<file path="config.mk">
export PLATFORM = sky130hd
export DESIGN_NAME = dsp_mute_seq
export DESIGN_NICKNAME = d
export VERILOG_FILES = /design/src/rtl/dsp_mute_seq.sv
export SDC_FILE = /design/constraint.sdc
export NUM_CORES = 1
export LEC_CHECK = 0
export BUFFER_PORTS_ARGS = -buffer_cell sky130_fd_sc_hd__buf_2
export CAP_MARGIN = 0
export CORE_ASPECT_RATIO = 1.4
export CORE_MARGIN = 2
export CORE_UTILIZATION = 41
export CTS_CLUSTER_SIZE = 12
export DETAILED_ROUTE_END_ITERATION = 7
export SKIP_CTS_REPAIR_TIMING = 1
export SLEW_MARGIN = 20
export SYNTH_ARGS = -nofsm -noshare
export SYNTH_HDL_FRONTEND = slang
export SYNTH_SLANG_ARGS = --single-unit
</file>
<file path="constraint.sdc">
create_clock -name clk -period 7.74 [get_ports clk]
set_clock_uncertainty 0.05 [all_clocks]
set_input_delay 0.387 -clock clk [delete_from_list [all_inputs] [get_ports clk]]
set_output_delay 0.387 -clock clk [all_outputs]
set_load 0.01 [all_outputs]
</file>
<file path="src/rtl/dsp_mute_seq.sv">
// Pop-free enable/bypass sequencer: owns DSP core reset, bypass select and a linearly ramped gain.
// Optional RAMP_DN stall timeout enabled by defining DSP_SEQ_TIMEOUT_EN.
module dsp_mute_seq #(
  parameter logic [31:0] STEP           = 32'h0010_0000,
  parameter int unsigned WARM_SAMPLES   = 8,
  parameter int unsigned TIMEOUT_CYCLES = 4096
) (
  input  logic        clk,
  input  logic        rst_n,
  input  logic        dsp_en,
  input  logic        bypass_req,
  input  logic        sample_tick,
  input  logic [31:0] target_gain,
  output logic [31:0] gain_out,
  output logic        core_rst,
  output logic        bypass_sel,
  output logic        busy,
  output logic [1:0]  state
);

  typedef enum logic [1:0] {
    StOff    = 2'd0,
    StStart  = 2'd1,
    StRun    = 2'd2,
    StRampDn = 2'd3
  } state_e;

  state_e      state_q, state_d;
  logic [31:0] gain_q, gain_d;
  logic [31:0] warm_q, warm_d;
  logic        bypass_sel_q, bypass_sel_d;
  logic        busy_q, busy_d;
  logic        core_rst_q;
  logic        timeout_hit;

  if (TIMEOUT_CYCLES == 0) begin : g_bad_timeout
    $error("TIMEOUT_CYCLES must be nonzero");
  end

  // Up step in 33 bits so the sum can never wrap before the clamp.
  logic [32:0] up_sum;
  logic [31:0] up_gain, dn_gain, track_gain, mute_gain;
  logic        warm_done;

  always_comb begin
    up_sum  = {1'b0, gain_q} + {1'b0, STEP};
    up_gain = (up_sum >= {1'b0, target_gain}) ? target_gain : up_sum[31:0];
    dn_gain = ((gain_q - target_gain) <= STEP) ? target_gain : gain_q - STEP;
    if (gain_q < target_gain) begin
      track_gain = up_gain;
    end else if (gain_q > target_gain) begin
      track_gain = dn_gain;
    end else begin
      track_gain = gain_q;
    end
    mute_gain = (gain_q <= STEP) ? 32'd0 : gain_q - STEP;
    warm_done = (WARM_SAMPLES == 0) ||
                (sample_tick && ((warm_q + 32'd1) >= 32'(WARM_SAMPLES)));
  end

`ifdef DSP_SEQ_TIMEOUT_EN
  logic [31:0] to_cnt_q;

  always_ff @(posedge clk or negedge rst_n) begin
    if (!rst_n) begin
      to_cnt_q <= '0;
    end else if (state_q == StRampDn && !sample_tick) begin
      to_cnt_q <= to_cnt_q + 32'd1;
    end else begin
      to_cnt_q <= '0;
    end
  end

  assign timeout_hit = (state_q == StRampDn) && !sample_tick &&
                       (to_cnt_q == 32'(TIMEOUT_CYCLES - 1));
`else
  assign timeout_hit = 1'b0;
`endif

  always_comb begin
    state_d      = state_q;
    gain_d       = gain_q;
    warm_d       = warm_q;
    bypass_sel_d = bypass_sel_q;
    unique case (state_q)
      StOff: begin
        gain_d       = '0;
        warm_d       = '0;
        bypass_sel_d = bypass_req;
        if (dsp_en && !bypass_req) state_d = StStart;
      end
      StStart: begin
        gain_d = '0;
        if (!dsp_en || bypass_req) begin
          state_d = StOff;
        end else if (warm_done) begin
          state_d = StRun;
        end else if (sample_tick) begin
          warm_d = warm_q + 32'd1;
        end
      end
      StRun: begin
        // A tick coinciding with the exit condition is still a RUN step.
        if (sample_tick) gain_d = track_gain;
        if (!dsp_en || (bypass_req != bypass_sel_q)) state_d = StRampDn;
      end
      StRampDn: begin
        // Re-enable is ignored here: the mute always completes.
        if (timeout_hit) begin
          gain_d  = '0;
          state_d = StOff;
        end else begin
          if (sample_tick) gain_d = mute_gain;
          if (gain_q == '0) state_d = StOff;
        end
      end
      default: state_d = StOff;
    endcase
    busy_d = (state_d == StStart) || (state_d == StRampDn) ||
             ((state_d == StRun) && (gain_d != target_gain));
  end

  always_ff @(posedge clk or negedge rst_n) begin
    if (!rst_n) begin
      state_q      <= StOff;
      gain_q       <= '0;
      warm_q       <= '0;
      bypass_sel_q <= 1'b0;
      busy_q       <= 1'b0;
      core_rst_q   <= 1'b1;
    end else begin
      state_q      <= state_d;
      gain_q       <= gain_d;
      warm_q       <= warm_d;
      bypass_sel_q <= bypass_sel_d;
      busy_q       <= busy_d;
      // Lags the state by one clock so release/assert brackets START and OFF.
      core_rst_q   <= (state_q == StOff);
    end
  end

  assign gain_out   = gain_q;
  assign core_rst   = core_rst_q;
  assign bypass_sel = bypass_sel_q;
  assign busy       = busy_q;
  assign state      = state_q;

endmodule

</file>
==> results.txt <==
The flow ran to the end, and the final reports show no timing, DRC or antenna violations. The synthesized netlist devotes 3.55% of its cell area to XOR and XNOR gates. The worst min-delay path category was input port to register.

The simple logic cell fraction of the synthesized area is 29.2%, and the minimum period implied by the final worst setup slack is 6.47 ns. The summed instance area of the synthesized netlist came out at 8640 sq um. The critical path goes through ha_1 -> and3_1 -> nand3_1 -> xnor2_1 -> ha_1 -> and4_1 -> and3_1 -> or4b_2 -> a31oi_1 -> nor2_1 -> buf_4 -> nand2_1 -> o221ai_1 -> a21oi_1 -> nor4bb_1 -> nand3_1 -> or4b_1 -> nor4_1 -> a31oi_1.

The post-CTS clock slew at the launch and capture registers of the worst setup and hold paths came out at 0.06 ns. The tools report the endpoint of the lowest-slack register-to-register path as busy. In the final routing, the length of wire on met1 measures 13600 microns. Dividing the final minimum period by the clock period gives 83.6%. After synthesis, the share of flip-flops with an asynchronous set or reset is 100%. Along the worst path, the maximum fanout reaches 19.

Number of global-route vias before repair: 9426. Measured along the x axis, the die boundary spans 127 microns. After the last flow step, the layout net total stands at 1292. The first global-routing pass estimated 54700 microns of wire. Setup repair after global routing left no endpoint under its margin. The run gives 41.9% as the initial standard-cell utilization of the core.

The most area-hungry cell type in the Yosys netlist is sky130_fd_sc_hd__dfrtp_1. The last element of the critical path is busy. The longest clock path from root to sink contains 2 buffers.

The tools report the reg-to-reg startpoint as gain_out[21]. The power per unit of standard cell area works out to 99.0 nW/um^2. The portion of synthesized area spent on multiplexers is 1.78%. The via total after detailed routing is 10081, and the number of placement rows is 62. Data on the critical path arrives at its endpoint at 6.64 ns.

The tools report the final number of hold-violating endpoints as 0. The share of synthesized area occupied by flip-flops and latches was 20.0%. The tools report the die area as 22300 sq um.

Summing the areas of all fa, ha and maj instances in the mapped netlist gives 7.09% of the synthesized area. Cells with a size suffix above 1 make up 11.6% of the layout. The die is 176 microns tall. The combinational family with the most area after synthesis is compound AO/OA/AOI/OAI gates. Across the whole layout, storage elements account for 1730 sq um. By area the synthesized netlist is led by sky130_fd_sc_hd__dfrtp_1 (20%), sky130_fd_sc_hd__ha_1 (7.1%), sky130_fd_sc_hd__nand2_1 (5.4%), sky130_fd_sc_hd__a21oi_1 (4.9%), sky130_fd_sc_hd__o21ai_0 (4.1%). Counting every instance in the synthesized netlist gives 1177. After synthesis, the mean cell area works out to 7.34 sq um. The HPWL after detailed placement is 27600 microns.

The first TritonRoute pass finished after 6 iterations. TritonCTS built the clock tree. The number of primary I/O pins is 74. The initial antenna violation count was 0. The worst-case setup margin in the final layout came out at 1.27 ns. Category of the critical setup timing path: register to register. Met2 wire length: 17300 microns. The share of the synthesized area in compound gates (AO/OA/AOI/OAI) was 32.6%; the per-cell routed wire length was 24.5 microns. The count of state elements after synthesis was 69; the number of buffers created by CTS was 9. The detailed router finished its first iteration with 1271 violations. For this design, the slowest cell found on the critical path is sky130_fd_sc_hd__dfrtp_1.

The cell class contributing the biggest share of worst-path delay is simple AND/OR/NAND/NOR gates. For the largest net degree at the start of global routing, the log shows 64. The prevailing post-synth register cell was sky130_fd_sc_hd__dfrtp_1. Setup total negative slack on the finished layout was measured at 0 ns. After detailed routing, no signal wire sits above met4. The actual slew at the worst max-slew pin was 0.975 ns; the maximum clock rate was 0.155 GHz.

The delay of the slowest cell on the worst path works out to 0.74 ns. After synthesis, the netlist uses 91 different library cells. By count the netlist is led by sky130_fd_sc_hd__nand2_1 (125), sky130_fd_sc_hd__a21oi_1 (84), sky130_fd_sc_hd__nor2_1 (83). STA classifies the critical path startpoint as a register.

The tools report the total overflow reported by the global router as 0. The max-slew violation total from the final report came out at 0. The maximum vdd drop was 260 uV; the antenna violation net count after detailed routing was 0. The tools report the launching instance or port of the critical path as gain_out[21]. For this run, design rule violations remaining after detail routing come to 0. For this run, the total global-route usage over all layers was measured as 31.6%.

The H-tree was split into 3 levels. Max-cap violations in this run came to 0. The number of antenna diodes in the final layout is 0. Counting buffers and inverters, the worst setup path is 19 cells deep. The tree is rooted in a sky130_fd_sc_hd__clkbuf_16.

In this run, synthesis inferred 0 flip-flops with an integrated enable. At the later pin of the worst-skew pair, clock insertion delay measures 0.35 ns. The cell leakage power was 4.16 nW; the fraction of synthesized cell area taken by the top area cell type was 19.7%. The count of buffers added on input and output ports is 73.

The via density per instance came out at 6.87. Summing all multi-input logic gate instances after layout gives 6420 sq um. Summed over all nets, wire length on met3 after detailed routing comes to 2990 microns. The logs give 1263 for the net count after synthesis and 1.27 ns for the worst setup slack for register-to-register paths.

The worst pin sits at a relative slew slack of 34.2%. At the placement stage, the worst setup path has a slack of 1.49 ns. At the end of routability-driven placement, the weighted congestion stood at 1.00. Compared with the post-synthesis result, the final layout area differs by 9.09%. The total area inside the core boundary comes to 20600 sq um.

Data on the critical path is required at its endpoint by 7.91 ns. For the worst flop-to-flop path, the logic depth is 19. After filler insertion, the fill cell instance count of the layout stands at 2099. The tools report the sort of element at the end of the critical path as a register. The number of clock sinks was 69.

The number of buffers and inverters on the critical path was 1. Among all cell types in the netlist, the one instantiated most often is sky130_fd_sc_hd__nand2_1. For this run, the number of Yosys warnings is 0. Setup violations remaining at the end of the flow were counted as 0. Wires add up to 35900 microns.
## per-stage QoR
step / instances / utilization, % / hold WS (ns) / power [mW] / cell area (sq um)
floorplan: 1177 / - / 0.0414 / 0.464 / 8640
finish: 1467 / 45.7 / 0.243 / 0.934 / 9430
detailed placement: 1450 / 44.3 / 0.170 / 0.527 / 9130
CTS: 1466 / 45.6 / -0.203 / 0.935 / 9420
global route: 1467 / 45.7 / 0.242 / 0.967 / 9430
global placement: 1450 / 44.3 / 0.166 / 0.528 / 9130
## sequential cells by signal, indices dropped and copies added (netlist names)
name	flops
busy	1
bypass_sel	1
warm_q	32
core_rst	1
state	2
gain_out	32
## cell usage in the layout (no fill, tap or decap), types with 18 or more instances in the layout
cell type                   n
sky130_fd_sc_hd__xnor2_1   23
sky130_fd_sc_hd__nor2_1    83
sky130_fd_sc_hd__ha_1      49
sky130_fd_sc_hd__buf_2     72
sky130_fd_sc_hd__a22o_1    20
sky130_fd_sc_hd__inv_1     51
sky130_fd_sc_hd__and2_1    34
sky130_fd_sc_hd__nand3_1   37
sky130_fd_sc_hd__a31oi_1   18
sky130_fd_sc_hd__nor4_1    23
sky130_fd_sc_hd__dfrtp_1   68
sky130_fd_sc_hd__and3_1    26
sky130_fd_sc_hd__nand2_1  125
sky130_fd_sc_hd__nor3_1    42
sky130_fd_sc_hd__nand4_1   28
sky130_fd_sc_hd__o21ai_0   71
sky130_fd_sc_hd__a21oi_1   84
## logic make-up (layout without fill, tap and decap cells)
logic type | Yosys count | in the layout
AOI/OAI and AO/OA | 404 | 404
DFF | 69 | 69
buffers and inverters | 122 | 156
adders and majority gates | 49 | 49
xor gates and xnor gates | 35 | 35
and+or+nand+nor | 483 | 483
muxes | 15 | 15
## worst register-to-register path, cell delays in order, from the launching register on
cell	delay [ns]
sky130_fd_sc_hd__dfrtp_1	0.74
sky130_fd_sc_hd__ha_1	0.48
sky130_fd_sc_hd__and3_1	0.34
sky130_fd_sc_hd__nand3_1	0.12
sky130_fd_sc_hd__xnor2_1	0.19
sky130_fd_sc_hd__ha_1	0.32
sky130_fd_sc_hd__and4_1	0.27
sky130_fd_sc_hd__and3_1	0.20
sky130_fd_sc_hd__or4b_2	0.61
sky130_fd_sc_hd__a31oi_1	0.45
sky130_fd_sc_hd__nor2_1	0.25
sky130_fd_sc_hd__buf_4	0.31
sky130_fd_sc_hd__nand2_1	0.22
sky130_fd_sc_hd__o221ai_1	0.14
sky130_fd_sc_hd__a21oi_1	0.19
sky130_fd_sc_hd__nor4bb_1	0.35
sky130_fd_sc_hd__nand3_1	0.13
sky130_fd_sc_hd__or4b_1	0.57
sky130_fd_sc_hd__nor4_1	0.27
sky130_fd_sc_hd__a31oi_1	0.12
## cell type report
cell class	count	area share, %
multi-input combinational	986	68.1
sequential	69	18.3
timing repair buffer	88	5.12
tap	256	3.40
clock buffer	11	2.68
inverter	52	2.07
clock inverter	5	0.358
## metal layers
layer	vias up	global-route usage (%)
met2	645	54.1
met4	0	16.1
met3	135	4.11
met1	4760	38.9
met5	-	0
li1	4541	-
## worst min-delay path by stage
stage | startpoint | end | slack [ns] | depth (start not counted)
CTS | rst_n | gain_out[25] | -0.20 | 1
finish | target_gain[4] | gain_out[4] | 0.24 | 2
global route | target_gain[14] | gain_out[14] | 0.24 | 3
floorplan | rst_n | busy | 0.04 | 0
detailed placement | rst_n | gain_out[25] | 0.17 | 1
global placement | rst_n | gain_out[25] | 0.17 | 1
## power by group
group	internal (mW)	switching (mW)
logic	0.0485	0.112
clock network	0.234	0.173
registers	0.364	0.00193
(Power assumes the default switching activity.)
